<file path="src/rtl/dds_sweep_ctrl_if.sv">
// ---------------------------------------------------------------------------
// dds_sweep_ctrl_if
//
// Bundles the sweep controller's configuration/control inputs and its
// DDS-facing outputs into one interface.
//
// Signals
//   start    host -> ctrl   level-sampled start request (IDLE/DONE only)
//   abort    host -> ctrl   stop sweep immediately, highest priority
//   f_start  host -> ctrl   first tuning word
//   f_step   host -> ctrl   modular step between tones
//   n_steps  host -> ctrl   steps after the first tone (tones per pass = n+1)
//   dwell    host -> ctrl   dwell count; tone period = dwell+3 clk
//   mode     host -> ctrl   0 single/hold, 1 repeat, 2 triangle, 3 single/gate-off
//   m        ctrl -> DDS    registered tuning word
//   set      ctrl -> DDS    registered one-cycle load strobe
//   en       ctrl -> DDS    registered output enable
//   busy     ctrl -> host   sweep in progress
//   done     ctrl -> host   one-cycle pulse on entry to DONE
//   pass     ctrl -> host   one-cycle pulse at the end of each pass
//
// Modports
//   master : host/testbench side (drives config, observes outputs)
//   slave  : controller side
// ---------------------------------------------------------------------------
interface dds_sweep_ctrl_if #(
  parameter int unsigned W  = 40,
  parameter int unsigned CW = 16,
  parameter int unsigned DW = 24
);

  logic          start;
  logic          abort;
  logic [W-1:0]  f_start;
  logic [W-1:0]  f_step;
  logic [CW-1:0] n_steps;
  logic [DW-1:0] dwell;
  logic [1:0]    mode;

  logic [W-1:0]  m;
  logic          set;
  logic          en;
  logic          busy;
  logic          done;
  logic          pass;

  modport master (
    output start, abort, f_start, f_step, n_steps, dwell, mode,
    input  m, set, en, busy, done, pass
  );

  modport slave (
    input  start, abort, f_start, f_step, n_steps, dwell, mode,
    output m, set, en, busy, done, pass
  );

endinterface

</file>
<file path="src/rtl/dds_sweep_ctrl.sv">
// ---------------------------------------------------------------------------
// dds_sweep_ctrl
//
// Stepped-frequency sweep sequencer for a DDS core. On start it captures the
// sweep configuration into shadow registers, then for each tone updates the
// tuning word m, waits one cycle for m to settle, pulses set for one cycle and
// dwells. Supports single-shot (hold or gate-off), repeat and triangle modes.
// All m arithmetic is modulo 2^W.
//
// Ports
//   clk    DDS clock
//   rst_n  asynchronous active-low reset
//   bus    dds_sweep_ctrl_if.slave: config/control in, m/set/en/busy/done/pass out
//
// Timing per tone (registered outputs):
//   edge k   : state -> UPD, m updated
//   edge k+1 : state -> PULSE
//   edge k+2 : state -> DWELL, set rises (high one cycle)
//   dwell+1 cycles in DWELL, then next tone -> period dwell+3 clk.
// The interface widths must match W/CW/DW.
// ---------------------------------------------------------------------------
module dds_sweep_ctrl #(
  parameter int unsigned W  = 40,
  parameter int unsigned CW = 16,
  parameter int unsigned DW = 24
) (
  input  logic              clk,
  input  logic              rst_n,
  dds_sweep_ctrl_if.slave   bus
);

  localparam logic [2:0] StIdle  = 3'd0;
  localparam logic [2:0] StUpd   = 3'd1;
  localparam logic [2:0] StPulse = 3'd2;
  localparam logic [2:0] StDwell = 3'd3;
  localparam logic [2:0] StDone  = 3'd4;

  localparam logic [1:0] ModeHold    = 2'd0;
  localparam logic [1:0] ModeRepeat  = 2'd1;
  localparam logic [1:0] ModeTri     = 2'd2;
  localparam logic [1:0] ModeGateOff = 2'd3;

  localparam logic [CW-1:0] IdxZero = '0;
  localparam logic [CW-1:0] IdxOne  = {{(CW-1){1'b0}}, 1'b1};
  localparam logic [DW-1:0] CntZero = '0;
  localparam logic [DW-1:0] CntOne  = {{(DW-1){1'b0}}, 1'b1};

  // Sequencer state
  logic [2:0]    state_q, state_d;
  logic [CW-1:0] idx_q, idx_d;
  logic          dir_q, dir_d;     // 0 = ascending, 1 = descending
  logic [DW-1:0] cnt_q, cnt_d;

  // Shadow copy of the configuration, frozen for the whole sweep
  logic [W-1:0]  fstart_q, fstart_d;
  logic [W-1:0]  fstep_q, fstep_d;
  logic [CW-1:0] nsteps_q, nsteps_d;
  logic [DW-1:0] dwell_q, dwell_d;
  logic [1:0]    mode_q, mode_d;

  // Registered outputs
  logic [W-1:0]  m_q, m_d;
  logic          set_q, set_d;
  logic          en_q, en_d;
  logic          busy_q, busy_d;
  logic          done_q, done_d;
  logic          pass_q, pass_d;

  // Next tone in the current direction and in the reversed direction
  logic [W-1:0]  m_fwd, m_rev;

  always_comb begin
    m_fwd = dir_q ? (m_q - fstep_q) : (m_q + fstep_q);
    m_rev = dir_q ? (m_q + fstep_q) : (m_q - fstep_q);
  end

  always_comb begin
    state_d  = state_q;
    idx_d    = idx_q;
    dir_d    = dir_q;
    cnt_d    = cnt_q;
    fstart_d = fstart_q;
    fstep_d  = fstep_q;
    nsteps_d = nsteps_q;
    dwell_d  = dwell_q;
    mode_d   = mode_q;
    m_d      = m_q;
    en_d     = en_q;
    set_d    = 1'b0;
    done_d   = 1'b0;
    pass_d   = 1'b0;

    if (bus.abort) begin
      // Abort wins over everything, including a start in the same cycle.
      // m keeps its value so the DDS output is merely gated.
      state_d = StIdle;
      en_d    = 1'b0;
    end else begin
      unique case (state_q)
        StIdle, StDone: begin
          if (bus.start) begin
            fstart_d = bus.f_start;
            fstep_d  = bus.f_step;
            nsteps_d = bus.n_steps;
            dwell_d  = bus.dwell;
            mode_d   = bus.mode;
            m_d      = bus.f_start;
            idx_d    = IdxZero;
            dir_d    = 1'b0;
            en_d     = 1'b1;
            state_d  = StUpd;
          end
        end

        // m settles for a full cycle here before set rises.
        StUpd: begin
          en_d    = 1'b1;
          state_d = StPulse;
        end

        StPulse: begin
          set_d   = 1'b1;
          cnt_d   = dwell_q;
          state_d = StDwell;
        end

        StDwell: begin
          if (cnt_q != CntZero) begin
            cnt_d = cnt_q - CntOne;
          end else if (idx_q < nsteps_q) begin
            idx_d   = idx_q + IdxOne;
            m_d     = m_fwd;
            state_d = StUpd;
          end else begin
            pass_d = 1'b1;
            unique case (mode_q)
              ModeHold: begin
                done_d  = 1'b1;
                state_d = StDone;
              end
              ModeGateOff: begin
                done_d  = 1'b1;
                en_d    = 1'b0;
                state_d = StDone;
              end
              ModeRepeat: begin
                m_d     = fstart_q;
                idx_d   = IdxZero;
                state_d = StUpd;
              end
              ModeTri: begin
                // Reverse and step immediately so the endpoint tone is not
                // repeated; a single-tone sweep just re-pulses the same word.
                dir_d = ~dir_q;
                if (nsteps_q != IdxZero) begin
                  idx_d = IdxOne;
                  m_d   = m_rev;
                end
                state_d = StUpd;
              end
              default: state_d = StDone;
            endcase
          end
        end

        default: begin
          state_d = StIdle;
          en_d    = 1'b0;
        end
      endcase
    end

    busy_d = (state_d == StUpd) || (state_d == StPulse) || (state_d == StDwell);
  end

  always_ff @(posedge clk or negedge rst_n) begin
    if (!rst_n) begin
      state_q  <= StIdle;
      idx_q    <= '0;
      dir_q    <= 1'b0;
      cnt_q    <= '0;
      fstart_q <= '0;
      fstep_q  <= '0;
      nsteps_q <= '0;
      dwell_q  <= '0;
      mode_q   <= '0;
      m_q      <= '0;
      set_q    <= 1'b0;
      en_q     <= 1'b0;
      busy_q   <= 1'b0;
      done_q   <= 1'b0;
      pass_q   <= 1'b0;
    end else begin
      state_q  <= state_d;
      idx_q    <= idx_d;
      dir_q    <= dir_d;
      cnt_q    <= cnt_d;
      fstart_q <= fstart_d;
      fstep_q  <= fstep_d;
      nsteps_q <= nsteps_d;
      dwell_q  <= dwell_d;
      mode_q   <= mode_d;
      m_q      <= m_d;
      set_q    <= set_d;
      en_q     <= en_d;
      busy_q   <= busy_d;
      done_q   <= done_d;
      pass_q   <= pass_d;
    end
  end

  assign bus.m    = m_q;
  assign bus.set  = set_q;
  assign bus.en   = en_q;
  assign bus.busy = busy_q;
  assign bus.done = done_q;
  assign bus.pass = pass_q;

endmodule

</file>
<file path="src/flat_wrapper.sv">
// flat-port wrapper written by rule: the top's interface ports become plain ports
module dds_sweep_ctrl_flat 
#(
  parameter int unsigned W  = 40,
  parameter int unsigned CW = 16,
  parameter int unsigned DW = 24
)
  (clk, rst_n, bus_start, bus_abort, bus_f_start, bus_f_step, bus_n_steps, bus_dwell, bus_mode, bus_m, bus_set, bus_en, bus_busy, bus_done, bus_pass);
  dds_sweep_ctrl_if #(.W(W), .CW(CW), .DW(DW)) bus_i ();
  input  logic clk;
  input  logic rst_n;
  input wire logic [$bits(bus_i.start)-1:0] bus_start;
  input wire logic [$bits(bus_i.abort)-1:0] bus_abort;
  input wire logic [$bits(bus_i.f_start)-1:0] bus_f_start;
  input wire logic [$bits(bus_i.f_step)-1:0] bus_f_step;
  input wire logic [$bits(bus_i.n_steps)-1:0] bus_n_steps;
  input wire logic [$bits(bus_i.dwell)-1:0] bus_dwell;
  input wire logic [$bits(bus_i.mode)-1:0] bus_mode;
  output wire logic [$bits(bus_i.m)-1:0] bus_m;
  output wire logic [$bits(bus_i.set)-1:0] bus_set;
  output wire logic [$bits(bus_i.en)-1:0] bus_en;
  output wire logic [$bits(bus_i.busy)-1:0] bus_busy;
  output wire logic [$bits(bus_i.done)-1:0] bus_done;
  output wire logic [$bits(bus_i.pass)-1:0] bus_pass;
  assign bus_i.start = bus_start;
  assign bus_i.abort = bus_abort;
  assign bus_i.f_start = bus_f_start;
  assign bus_i.f_step = bus_f_step;
  assign bus_i.n_steps = bus_n_steps;
  assign bus_i.dwell = bus_dwell;
  assign bus_i.mode = bus_mode;
  assign bus_m = bus_i.m;
  assign bus_set = bus_i.set;
  assign bus_en = bus_i.en;
  assign bus_busy = bus_i.busy;
  assign bus_done = bus_i.done;
  assign bus_pass = bus_i.pass;
  dds_sweep_ctrl #(.W(W), .CW(CW), .DW(DW)) u_core (.clk(clk), .rst_n(rst_n), .bus(bus_i));
endmodule
</file>
<file path="config.mk">
export PLATFORM = sky130hd
export DESIGN_NAME = dds_sweep_ctrl_flat
export DESIGN_NICKNAME = d
export VERILOG_FILES = /design/src/rtl/dds_sweep_ctrl_if.sv /design/src/rtl/dds_sweep_ctrl.sv /design/src/flat_wrapper.sv
export SDC_FILE = /design/constraint.sdc
export NUM_CORES = 1
export LEC_CHECK = 0
export ABC_AREA = 1
export ABC_CLOCK_PERIOD_IN_PS = 3100
export BUFFER_PORTS_ARGS = -buffer_cell sky130_fd_sc_hd__buf_4
export CAP_MARGIN = 20
export CORE_UTILIZATION = 25
export CTS_CLUSTER_DIAMETER = 40
export DETAILED_ROUTE_END_ITERATION = 10
export GPL_TIMING_DRIVEN = 0
export PLACE_DENSITY_LB_ADDON = 0.15
export RECOVER_POWER = 50
export SYNTH_ARGS = -nofsm -noshare
export SYNTH_HDL_FRONTEND = slang
export SYNTH_SLANG_ARGS = --single-unit
</file>
<file path="constraint.sdc">
create_clock -name clk -period 3.1 [get_ports clk]
set_input_delay 0.62 -clock clk [delete_from_list [all_inputs] [get_ports clk]]
set_output_delay 0.62 -clock clk [all_outputs]
set_load 0.03 [all_outputs]
</file>
**Yosys cells after proc, flatten, opt, wreduce, memory -nomap -nowiden**

Cells that the tools add are included.

- Bits of input ports: 126
- Register bits after elaboration: 211
- Output and inout port bits: 45

- Eq/ne operators: 22
- $add $sub $neg: 4
- Reduce and logical (&&, ||, !) cells: 16
- Multiplexer cells: 44
- Magnitude comparators: 1
- Bitwise gates (word level): 2

Operator list:

| operator | count |
|---|---|
| two-way mux 40 bit | 6 |
| case mux 40 bit (2 select lines) | 2 |
| two-way mux 16 bit | 4 |
| case mux 16 bit (2 select lines) | 2 |
| case mux 24 bit (2 select lines) | 1 |
| adder 40 bit | 1 |
| subtractor 40 bit | 1 |
| two-way mux 24 bit | 1 |
| nonzero test 24 bit | 1 |
| subtractor 24 x 1 -> 24 bit, second input constant | 1 |
| two-way mux 1 bit | 20 |
| adder 16 x 1 -> 16 bit, second input constant | 1 |
| < comparator 16 bit | 1 |
| nonzero test 16 bit | 1 |
| == test 3 x 2 -> 1 bit, second input constant | 4 |
| two-way mux 3 bit | 4 |
| != test 3 bit, second input constant | 4 |
| case mux 3 bit (4 select lines) | 1 |
| AND reduction 6 bit | 2 |
| != test 2 bit, second input constant | 4 |
| != test 4 x 2 -> 1 bit, second input constant | 2 |
| == test 3 x 1 -> 1 bit, second input constant | 2 |
| case mux 3 bit (2 select lines) | 1 |
| AND reduction 3 bit | 2 |
| other kinds (13) | 20 |

**Logic depth before layout (Yosys ltp)**

- Word-level depth: 10
- Depth in mapped cells: 20

**Least setup slack after synthesis**

No wires, ideal clock.

- Path type: register -> register
- From: reg u_core.m_q[0] (netlist: u_core.bus.m[0])
- To: reg u_core.m_q[32] (netlist: u_core.bus.m[32])
- Clock period less this slack: 2.393 ns
- Path buffers: 0
- Arrival: 2.276 ns
- Cell stages (with the launch flop): 18
- Library setup time: 0.117 ns
- Data required time: 2.983 ns
- Setup slack: 0.707 ns
- Cell sequence: dfrtp_1 inv_1 ha_1 fa_1 inv_1 nand3_1 nand2_1 nand2_1 nand3_1 nand2_1 nand2_1 nand2_1 nand3_1 nand3_1 nand3_1 nand3b_1 nand2_1 nand2_1

- Longest elaborated chain between the ends: 7
- Elaborated cells between the ends (all ways): 9
- Classes of those cells: 2 x add/sub; 7 x mux

RTL lines:

| item | line | RTL |
|---|---|---|
| start, declared | dds_sweep_ctrl.sv:62 | `logic [W-1:0] m_q, m_d;` |
| start signal, assigned | dds_sweep_ctrl.sv:203 | `m_q <= m_d;` |
| subtractor 40 bit or adder 40 bit (tied branches) | dds_sweep_ctrl.sv:73, dds_sweep_ctrl.sv:74 |  |
| two-way mux 40 bit | dds_sweep_ctrl.sv:74 | `m_rev = dir_q ? (m_q + fstep_q) : (m_q - fstep_q);` |
| two-way mux 40 bit | dds_sweep_ctrl.sv:155 | `if (nsteps_q != IdxZero) begin` |
| case mux 40 bit (2 select lines) | dds_sweep_ctrl.sv:136 | `unique case (mode_q)` |
| two-way mux 40 bit * | dds_sweep_ctrl.sv:130 | `end else if (idx_q < nsteps_q) begin` |
| two-way mux 40 bit * | dds_sweep_ctrl.sv:128 | `if (cnt_q != CntZero) begin` |
| case mux 40 bit (2 select lines) * | dds_sweep_ctrl.sv:99 | `unique case (state_q)` |

Every way passes the cells marked *; elsewhere a longest branch is shown, timed or not. The select of a mux whose other input is x is not followed.
A chain may end at the register's enable or synchronous reset.

**Worst setup path after layout**

- From: reg u_core.m_q[0] (netlist: u_core.bus.m[0])
- To: reg u_core.m_q[22] (netlist: u_core.bus.m[22])

The elaborated chain is that of the path after synthesis.

==> results_dict.tcl <==
set metrics [dict create \
    leakage_nw 11.0 \
    r2r-start "u_core.bus.m[0]" \
    crit_fanout 4 \
    antenna_cells 0 \
    rsz0062_at_grt "false" \
    place_inst 3902 \
    syn-num-nets 3025 \
    synth_fa_ha_area_frac 0.0729 \
    finalWorstSetupSlack_ns 0.141 \
    n_fill_cell 7819 \
    reg2reg_slack_ns 0.14 \
    critPathKind "reg -> reg" \
    dpl.hpwl_um 60500 \
    cts.sinks 211 \
    synth_seq_cells 211 \
    hold_path_class "in -> reg" \
    final-setup-viol-count 0 \
    final_cell_count_no_fill 3990 \
    areaGrowthSynthToFinish_pct 23.8 \
    reg2reg_depth 15 \
    grt_use_total 0.208 \
    start_util 0.253 \
    synth_ff_type "dfrtp_1" \
    dr_total_vias 18000 \
    syn-instance-count 2799 \
    root_buffer "clkbuf_16" \
    hp-start "bus_dwell[6]" \
    synth.avg_cell_area_um2 6.21 \
    status "finished, violations left" \
    post-route-period-util 0.955 \
    tns_ns 0 \
    drive_above_1_share 0.100 \
    pre_cts_ws_ns -0.0890 \
    post-route-drc-count 0 \
    multi_input_area_um2 10200 \
    fin_util 0.313 \
    wl_per_cell_um 18.5 \
    fp.dieH_um 266 \
    drt_pre_antenna_iters 6 \
    fin_nets 3248 \
    synth_edf_count 0 \
    io_pins 171 \
    reg2reg_to "u_core.bus.m[22]" \
    holdPathEnd "u_core.dwell_q[6]" \
    clock_path_buffers 3 \
    end_kind "flip-flop" \
    placed_area_um2 19900 \
    cts_buffers 48 \
    fin_skew_ns 0.0174 \
    critPathLaunch "u_core.bus.m[0]" \
    syn-cell-area_um2 17400 \
    required_ns 3.57 \
    grt_pass1_wl_um 110000 \
    synth_seq_area_share 0.304 \
    grt_antenna_before_repair 1 \
    max_clock_freq_mhz 338 \
    synth-xor-area-share 0.0247 \
    final_common_cell "nand2_1" \
    wl_um 73700 \
    h-tree-depth 2 \
    hold_path_depth 3 \
    coreArea_um2 68700 \
    finalInstanceArea_um2 21500 \
    async_flop_share 1.00 \
    finalHoldViolCount 0 \
    synth-simple-area-share 0.385 \
    violations "max-capacitance violations, max-slew violations" \
    fp.dieW_um 266 \
    vdd_drop_max_uv 438 \
    worst_slew_pin_slew_ns 1.51 \
    synth_compound_area_frac 0.101 \
    arrival_ns 3.43 \
    overflow 0 \
    seqCellArea_um2 5280 \
    ant_nets 0 \
    synth_mux_area_frac 0 \
    min_period_ns 2.96 \
    cp-start-kind "flip-flop" \
    rows 96 \
    ys_types 44 \
    via_per_inst 4.52 \
    insertion_delay_ns 0.60 \
    tritoncts "built" \
    yosysWarningCount 0 \
    slew_violations 54 \
    grt_start_max_net_pins 86 \
    maxCapViolCount 1 \
    die_area_um2 70600 \
    routabilityCongestion 0.924 \
    clkTransAtPathRegs_ns 0.05 \
    power_density_nw_per_um2 1190 \
    grt_pass1_vias 18000 \
    slew_headroom -0.00578 \
    io_buffers 169 \
    synth_top_family_by_area "simple AND/OR/NAND/NOR gates" \
    mostFrequentLayoutCells "965 x nand2_1, 368 x inv_1, 266 x nor2_1, 263 x nand3_1, 211 x dfrtp_1" \
    drtIter0Drc 1573 \
]
synth_stat cells (5+ instances only):
master	n	share of area
a21oi_1	108	0.031
a31oi_1	10	0.0036
buf_1	10	0.0022
buf_2	37	0.011
buf_6	6	0.0039
clkbuf_1	62	0.013
dfrtp_1	211	0.30
ha_1	98	0.071
inv_1	367	0.079
inv_2	9	0.0019
nand2_1	968	0.21
nand2_2	5	0.0018
nand3_1	265	0.076
nand3b_1	12	0.0052
nand4_1	31	0.011
nor2_1	268	0.058
nor2_2	12	0.0043
nor3_1	27	0.0078
nor4_1	8	0.0029
o211ai_1	9	0.0039
o21ai_0	158	0.046
o21ai_1	22	0.0063
o21bai_1	12	0.0052
o22ai_1	5	0.0018
xor2_1	45	0.023
registers in the layout, summed over array words and instances (netlist names):
| name | flops |
|---|---|
| u_core.fstep_q | 40 |
| u_core.bus.busy | 1 |
| u_core.cnt_q | 24 |
| u_core.nsteps_q | 16 |
| u_core.bus.set | 1 |
| u_core.dir_q | 1 |
| u_core.fstart_q | 40 |
| u_core.dwell_q | 24 |
| u_core.idx_q | 16 |
| u_core.state_q | 3 |
| u_core.mode_q | 2 |
| u_core.bus.m | 40 |
| u_core.bus.done | 1 |
| u_core.bus.en | 1 |
| u_core.bus.pass | 1 |
power breakdown:
part           leakage (nW)  switching, mW  internal [mW]  total, mW
Clock                 0.833           1.75           3.66       5.41
Combinational          7.51           11.0           4.44       15.4
Sequential             2.64          0.902           3.80       4.70
Total                  11.0           13.6           11.9       25.6
worst max-delay path, stage by stage, from the launching register on:
cell and delay [ns]:
dfrtp_1 0.37, inv_1 0.07, ha_1 0.26, fa_1 0.43, inv_1 0.17, nand3_1 0.10, nand2_2 0.15, nand2_1 0.07
nand2_1 0.15, nand2_1 0.12, nand4_1 0.21, nand3_1 0.11, nand3_1 0.10, o21ai_1 0.14, o21ai_2 0.29, nand2_1 0.09
routing by layer:
metal / GRT usage / share of wire / vias to the layer above / routed length [µm]
li1: - / - / 9248 / -
met1: 0.289 / 0.47 / 8247 / 34900
met2: 0.335 / 0.45 / 455 / 32900
met3: 0.0278 / 0.053 / 84 / 3890
met4: 0.0620 / 0.027 / 2 / 2010
met5: 0 / 0.00018 / - / 13
area by class of cell:
cell class | instances | share of cell area
Timing Repair Buffer | 173 | 0.0549
Multi-Input combinational cell | 2090 | 0.474
Buffer | 119 | 0.0254
Inverter | 379 | 0.0661
Clock inverter | 18 | 0.0141
Sequential cell | 211 | 0.246
Tap cell | 931 | 0.0542
Clock buffer | 69 | 0.0660
through the flow:
| step | hold WS, ns | power (mW) |
|---|---|---|
| after floorplan | 0.324 | 14.8 |
| final | 0.218 | 25.6 |
| after CTS | 0.193 | 25.6 |
| after global placement | 0.452 | 20.1 |
| after detailed placement | 0.460 | 20.0 |
| after global routing | 0.221 | 27.7 |
worst max-delay path by stage:
stage	to	slack [ns]	depth (start not counted)
2_1_floorplan	u_core.bus.m[32]	0.71	17
3_3_place_gp	u_core.dwell_q[7]	-0.48	1
3_5_place_dp	u_core.bus.m[22]	-0.09	14
4_1_cts	u_core.bus.m[14]	0.04	13
5_1_grt	u_core.bus.m[26]	0.0002	15
6_report	u_core.bus.m[22]	0.14	15
repair_timing:
action                                  in CTS  in global routing
endpoints found under the setup margin       1                 14
setup buffers                                0                  0
hold endpoints to repair                    54                  0
resized for setup                            2                 15
hold buffers                                 1                  0
gates cloned                                 0                  0
pin swaps                                    0                  1
cell families after synthesis:
kind of cell             Yosys count
adder cells (fa/ha/maj)          100
AND/OR/NAND/NOR                 1611
buffers and inverters            498
flip-flops                       211
AO/OA/AOI/OAI                    330
XOR/XNOR                          49
Power figures use the tool's default switching activity.
